File: config.mk
export PLATFORM = sky130hd
export DESIGN_NAME = id_ex_stage
export DESIGN_NICKNAME = d
export VERILOG_FILES = /design/src/rtl/id_ex_stage.sv
export SDC_FILE = /design/constraint.sdc
export NUM_CORES = 1
export LEC_CHECK = 0
export BUFFER_PORTS_ARGS = -buffer_cell sky130_fd_sc_hd__buf_2
export CAP_MARGIN = 10
export CORE_MARGIN = 8
export CORE_UTILIZATION = 40
export DETAILED_ROUTE_END_ITERATION = 7
export PLACE_DENSITY = 0.68
export SLEW_MARGIN = 20
export SYNTH_ARGS = -nofsm -noshare
export SYNTH_HDL_FRONTEND = slang
export SYNTH_SLANG_ARGS = --single-unit
File: constraint.sdc
create_clock -name clk -period 2.4 [get_ports clk]
set_input_delay 0.48 -clock clk [delete_from_list [all_inputs] [get_ports clk]]
set_output_delay 0.48 -clock clk [all_outputs]
set_load 0.1 [all_outputs]
File: src/rtl/id_ex_stage.sv
// ID/EX pipeline register: latches decoded operands/control, resolves EX/MEM and MEM/WB
// forwarding at its outputs, and detects load-use hazards (inserting a bubble when they occur).
module id_ex_stage #(
    parameter int unsigned XLEN  = 32,
    parameter int unsigned RADDR = 5
) (
    input  logic             clk,
    input  logic             rst,

    input  logic             id_valid,
    input  logic [RADDR-1:0] id_rs1_addr,
    input  logic [RADDR-1:0] id_rs2_addr,
    input  logic [XLEN-1:0]  id_rs1_data,
    input  logic [XLEN-1:0]  id_rs2_data,
    input  logic [XLEN-1:0]  id_imm,
    input  logic             id_use_imm,
    input  logic [3:0]       id_alu_ctrl,
    input  logic [RADDR-1:0] id_rd,
    input  logic             id_reg_write,
    input  logic             id_mem_read,
    input  logic             id_mem_write,

    input  logic             stall,
    input  logic             flush,

    input  logic [RADDR-1:0] exmem_rd,
    input  logic             exmem_reg_write,
    input  logic [XLEN-1:0]  exmem_result,
    input  logic [RADDR-1:0] memwb_rd,
    input  logic             memwb_reg_write,
    input  logic [XLEN-1:0]  memwb_result,

    output logic             ex_valid,
    output logic [XLEN-1:0]  ex_a,
    output logic [XLEN-1:0]  ex_b,
    output logic [3:0]       ex_alu_ctrl,
    output logic [XLEN-1:0]  ex_store_data,
    output logic [RADDR-1:0] ex_rd,
    output logic             ex_reg_write,
    output logic             ex_mem_read,
    output logic             ex_mem_write,
    output logic             load_use_hazard
);

    typedef struct packed {
        logic             valid;
        logic [RADDR-1:0] rs1_addr;
        logic [RADDR-1:0] rs2_addr;
        logic [XLEN-1:0]  rs1_data;
        logic [XLEN-1:0]  rs2_data;
        logic [XLEN-1:0]  imm;
        logic             use_imm;
        logic [3:0]       alu_ctrl;
        logic [RADDR-1:0] rd;
        logic             reg_write;
        logic             mem_read;
        logic             mem_write;
    } stage_t;

    stage_t stage_q, stage_d;

    logic             exmem_fwd_rs1, memwb_fwd_rs1;
    logic             exmem_fwd_rs2, memwb_fwd_rs2;
    logic [XLEN-1:0]  rs1_fwd, rs2_fwd;
    logic             ex_rd_hit;

    // Control outputs are gated by valid so a bubble never writes or touches memory.
    assign ex_valid     = stage_q.valid;
    assign ex_alu_ctrl  = stage_q.alu_ctrl;
    assign ex_rd        = stage_q.rd;
    assign ex_reg_write = stage_q.valid & stage_q.reg_write;
    assign ex_mem_read  = stage_q.valid & stage_q.mem_read;
    assign ex_mem_write = stage_q.valid & stage_q.mem_write;

    // rs2 is compared even for immediate forms; stalling conservatively is intended.
    assign ex_rd_hit = (stage_q.rd == id_rs1_addr) || (stage_q.rd == id_rs2_addr);
    assign load_use_hazard = id_valid && ex_valid && ex_mem_read &&
                             (stage_q.rd != '0) && ex_rd_hit;

    assign exmem_fwd_rs1 = exmem_reg_write && (exmem_rd != '0) && (exmem_rd == stage_q.rs1_addr);
    assign memwb_fwd_rs1 = memwb_reg_write && (memwb_rd != '0) && (memwb_rd == stage_q.rs1_addr);
    assign exmem_fwd_rs2 = exmem_reg_write && (exmem_rd != '0) && (exmem_rd == stage_q.rs2_addr);
    assign memwb_fwd_rs2 = memwb_reg_write && (memwb_rd != '0) && (memwb_rd == stage_q.rs2_addr);

    always_comb begin
        rs1_fwd = stage_q.rs1_data;
        if (exmem_fwd_rs1) begin
            rs1_fwd = exmem_result;
        end else if (memwb_fwd_rs1) begin
            rs1_fwd = memwb_result;
        end

        rs2_fwd = stage_q.rs2_data;
        if (exmem_fwd_rs2) begin
            rs2_fwd = exmem_result;
        end else if (memwb_fwd_rs2) begin
            rs2_fwd = memwb_result;
        end
    end

    assign ex_a          = rs1_fwd;
    assign ex_b          = stage_q.use_imm ? stage_q.imm : rs2_fwd;
    assign ex_store_data = rs2_fwd;

    always_comb begin
        stage_d = stage_q;
        if (flush || (!stall && load_use_hazard)) begin
            // Bubble: kill the instruction but leave the datapath fields alone.
            stage_d.valid     = 1'b0;
            stage_d.reg_write = 1'b0;
            stage_d.mem_read  = 1'b0;
            stage_d.mem_write = 1'b0;
        end else if (!stall) begin
            stage_d.valid     = id_valid;
            stage_d.rs1_addr  = id_rs1_addr;
            stage_d.rs2_addr  = id_rs2_addr;
            stage_d.rs1_data  = id_rs1_data;
            stage_d.rs2_data  = id_rs2_data;
            stage_d.imm       = id_imm;
            stage_d.use_imm   = id_use_imm;
            stage_d.alu_ctrl  = id_alu_ctrl;
            stage_d.rd        = id_rd;
            stage_d.reg_write = id_reg_write;
            stage_d.mem_read  = id_mem_read;
            stage_d.mem_write = id_mem_write;
        end
    end

    always_ff @(posedge clk) begin
        if (rst) begin
            stage_q <= '0;
        end else begin
            stage_q <= stage_d;
        end
    end

endmodule

==> summary.md <==
| Metric | Value |
|---|---|
| Status | finished, violations left |
| Failing checks | negative setup slack |
| Final Skew | 11.21 ps |
| Crit. End Element | output pin |
| Tcrit/Tclk final | 123.9% |
| Root Buffer | clkbuf_16 |
| Setup repair after global routing missed its margin | yes |
| CTS tree | built |
| Reg-to-reg startpoint | ex_rd[2] |
| Met3 GRT Util | 8.626% |
| Synth area leader | dfxtp_1 |
| GRT Total Usage | between 20% and 30% |
| Largest net degree at the start of global routing | 74 |
| Clk pin slew, worst setup/hold paths | around 60 ps |
| Total power | around 10 mW |
| Vias | about 11000 |
| Share of layout cells above drive strength 1 | about half |
| Slew @ Worst Pin | 802.1 ps |
| Worst path arrival time | 2490 ps |
| Setup TNS | -44420 ps |
| Syn Area/Cell | 8.194 um2 |
| Routed Antenna Nets | 0 |
| Drt initial violations | around 940 |
| Synthesis-to-finish area growth | 72.84% |
| Placed cell area | approximately 15000 um2 |
| Initial Utilization | about two fifths |
| R2R depth | 8 |
| Worst hold stages | 3 |
| Met2 Usage GRT | around 45% |
| Synth unique cells | 40 |
| Fin. Hold Viols | 0 |
| CP max stage delay | about 570 ps |
| Area contributors post-synth | dfxtp_1, nor3b_1, mux2i_1 |
| Pleak | 6.321 nW |
| Post-Synthesis Cells | ~1200 |
| Crit path time final | approximately 3000 ps |
| Grt total ovfl | 0 |
| Multi-input logic area | around 8700 um2 |
| GPL Wtd Cong | between 0.8 and 0.9 |
| Via density per instance | just over 6 |
| Synth Warn # | 0 |
| IO Port Bufs | 309 |
| HP Class | in -> reg |
| Mapped Nets | between 1000 and 1500 |
| Capture point of the worst reg-to-reg path | stage_q[53] |
| Power per cell area | between 500 and 600 nW/um2 |
| R2r setup slk | between 150 and 200 ps |
| Design area | 17070 um2 |
| Synth Register Bits | 120 |
| Vias in the first global route | 11250 |
| Critical path startpoint category | input pin |
| CP max stage cell | or4_4 |
| Synth Area in Compound Gates | about 18% |
| Slew margin rel. | about 47% |
| H-tree levels | 4 |
| Filler cells | 1751 |
| Die area | between 20000 and 30000 um2 |
| Final Max Tran Viols | 0 |
| Core ar. | ~24000 um2 |
| Synth Area in Adders | 0% |
| Antenna violations before repair | 21 |
| Clock buffer count from CTS | 17 |
| Clk buf depth | 2 |
| GR peak layer | met2 |
| First-pass GRT wire length | 64950 um |
| Drt wl/cell | roughly 24 um |
| IO Count | 310 |
| Worst Hold End | stage_q[2] |
| Die Width | about 170 um |
| DRC | 0 |
| Maximum clock frequency | ~340 MHz |
| Post-Syn Area | ~10000 um2 |
| Xor and xnor area share after synthesis | under 10% |
| Clock net sink count | 120 |
| # Max-Cap Violations | 0 |
| Min-delay src | id_reg_write |
| Post-synthesis mux area share | 18.54% |
| Crit Path Class | in -> out |
| DIE HEIGHT | around 170 um |
| HPWL Detailed | 29600 um |
| Synth Area in Simple Gates | between 20 and 30% |
| Synth top area share | 24.33% |
| Rows | 57 |
| WL final | ~45000 um |
| Largest family of logic cells by synthesized area | simple AND/OR/NAND/NOR gates |
| Worst-path fanout max | 8 |
| Critical path cell sequence | buf_6 > or4_4 > o211ai_4 > buf_12 > clkbuf_16 > or3_4 > a31oi_4 > mux2_4 > buf_12 |
| First-pass DRT Iterations | 7 |
| Nets | roughly 1700 |
| Final WS setup | -572.5 ps |
| Hold slack | 329.6 ps |
| Worst path most repeated cell | buf_12 |
| Worst VDD drop | roughly 0.42 mV |
| Seq/Total Area, Yosys | 24.33% |
| Register Area | roughly 2400 um2 |
| Setup-failing EPs final | 96 |
| M1 GR Usage | 31.08% |
| Clock Latency Late Sink | 430 ps |
| Worst path required time | around 1900 ps |
## worst max-delay path, delay by kind of cell
kind	cells	cell delay, ps
buffers and inverters	4	640
multiplexers	1	300
AND/OR/NAND/NOR	2	720
AO/OA/AOI/OAI	2	340
## cell usage in the layout (no fill, tap or decap), types with 3 or more instances in the layout
cell type	Yosys	layout
a21oi_4	0	32
o21ai_1	6	22
buf_16	0	9
dfxtp_2	0	8
xnor2_2	0	13
diode_2	0	13
mux2i_4	0	32
buf_4	11	57
nand2_1	119	119
o21ai_0	31	4
bufinv_16	0	3
or3_4	0	30
buf_6	1	26
buf_8	2	3
xor2_1	4	3
nor3b_1	232	232
nor3_2	0	27
mux2i_1	148	116
dfxtp_4	0	5
buf_12	0	124
or4_4	1	3
nand3_1	7	7
nand3b_1	4	4
xnor2_1	26	13
o21ai_2	0	10
o211ai_4	1	3
clkinv_4	0	3
a31oi_4	0	31
clkinvlp_4	0	4
a32oi_1	116	116
buf_2	28	209
dfxtp_1	120	107
nor3_1	31	4
nand4_1	3	3
inv_1	32	32
nor2_2	0	7
nor2_4	0	28
mux2_4	0	31
clkbuf_16	0	27
## layer usage
| metal | vias up | routed length (um) |
|---|---|---|
| met1 | 5573 | 17480 |
| met4 | 12 | 2046 |
| met2 | 576 | 21610 |
| met3 | 139 | 3992 |
| li1 | 5126 | - |
| met5 | - | 80 |
## area by class of cell
type | instances | share of cell area [%]
Antenna cell | 13 | 0.1906
Timing Repair Buffer | 438 | 28.08
Tap cell | 324 | 2.376
Inverter | 33 | 0.7405
Sequential cell | 120 | 14.25
Clock inverter | 13 | 0.9898
Multi-Input combinational cell | 905 | 50.72
Clock buffer | 19 | 2.654
## report_power, final
group | switching [mW] | leakage (nW) | internal, mW
registers | 0.192 | 0.998 | 2.17
clock network | 1.07 | 0.292 | 1.70
logic | 2.94 | 5.03 | 1.96
## how the worst max path moves through the flow
stage                     cells after the start         from  endpoint
after floorplan                               6  memwb_rd[1]  ex_b[20]
after global placement                        8  memwb_rd[1]  ex_b[10]
after detailed placement                      8  memwb_rd[1]  ex_b[10]
after CTS                                     8  memwb_rd[1]  ex_b[22]
after global routing                          9  memwb_rd[3]  ex_b[20]
final                                         9  memwb_rd[3]  ex_b[20]
## per-stage QoR
stage | setup WS (ps) | cells | util, %
3_3_place_gp | -545.5 | 1789 | 60.31
6_report | -572.5 | 1865 | 70.38
3_5_place_dp | -574.9 | 1789 | 60.31
4_1_cts | -516.7 | 1833 | 66.72
2_1_floorplan | -848.1 | 1205 | -
5_1_grt | -595.9 | 1861 | 70.34
## cells by family after synthesis
group           after synthesis
simple gates                474
compound gates              222
buf+inv                     180
mux                         179
flops                       120
xor+xnor                     30
## registers in the layout (all words and copies together) (netlist names)
signal       flops
stage_q        110
ex_alu_ctrl      4
ex_rd            5
ex_valid         1
## Yosys cell counts
cell      number
buf_4         11
a31oi_1       11
o211ai_4       1
o21ai_0       31
nor3_1        31
xnor2_1       26
a21oi_1       32
nand3b_1       4
buf_8          2
nand2_1      119
xor2_1         4
mux2i_1      148
a31oi_2       20
clkbuf_1      89
o211ai_2       2
dfxtp_1      120
buf_1         12
or2_1          1
o21ai_1        6
nand3_1        7
inv_2          1
nor4_2         1
buf_2         28
o31ai_1        1
nand4_1        3
and2_1         3
o22ai_1        1
mux2_2        31
inv_1         32
or3_1         31
nor3b_1      232
buf_6          1
o311a_1        1
clkbuf_2       4
or4_1          3
or4_4          1
a32oi_1      116
or2_2          1
nor2b_1        1
nor2_1        36
## timing repair
action,4_1_cts,5_1_grt
buffers inserted,10,8
gates cloned,4,12
pin swaps,15,59
hold buffers,0,0
setup endpoints to repair,97,97
gates resized for setup,172,126
Power figures use the tool's default switching activity.
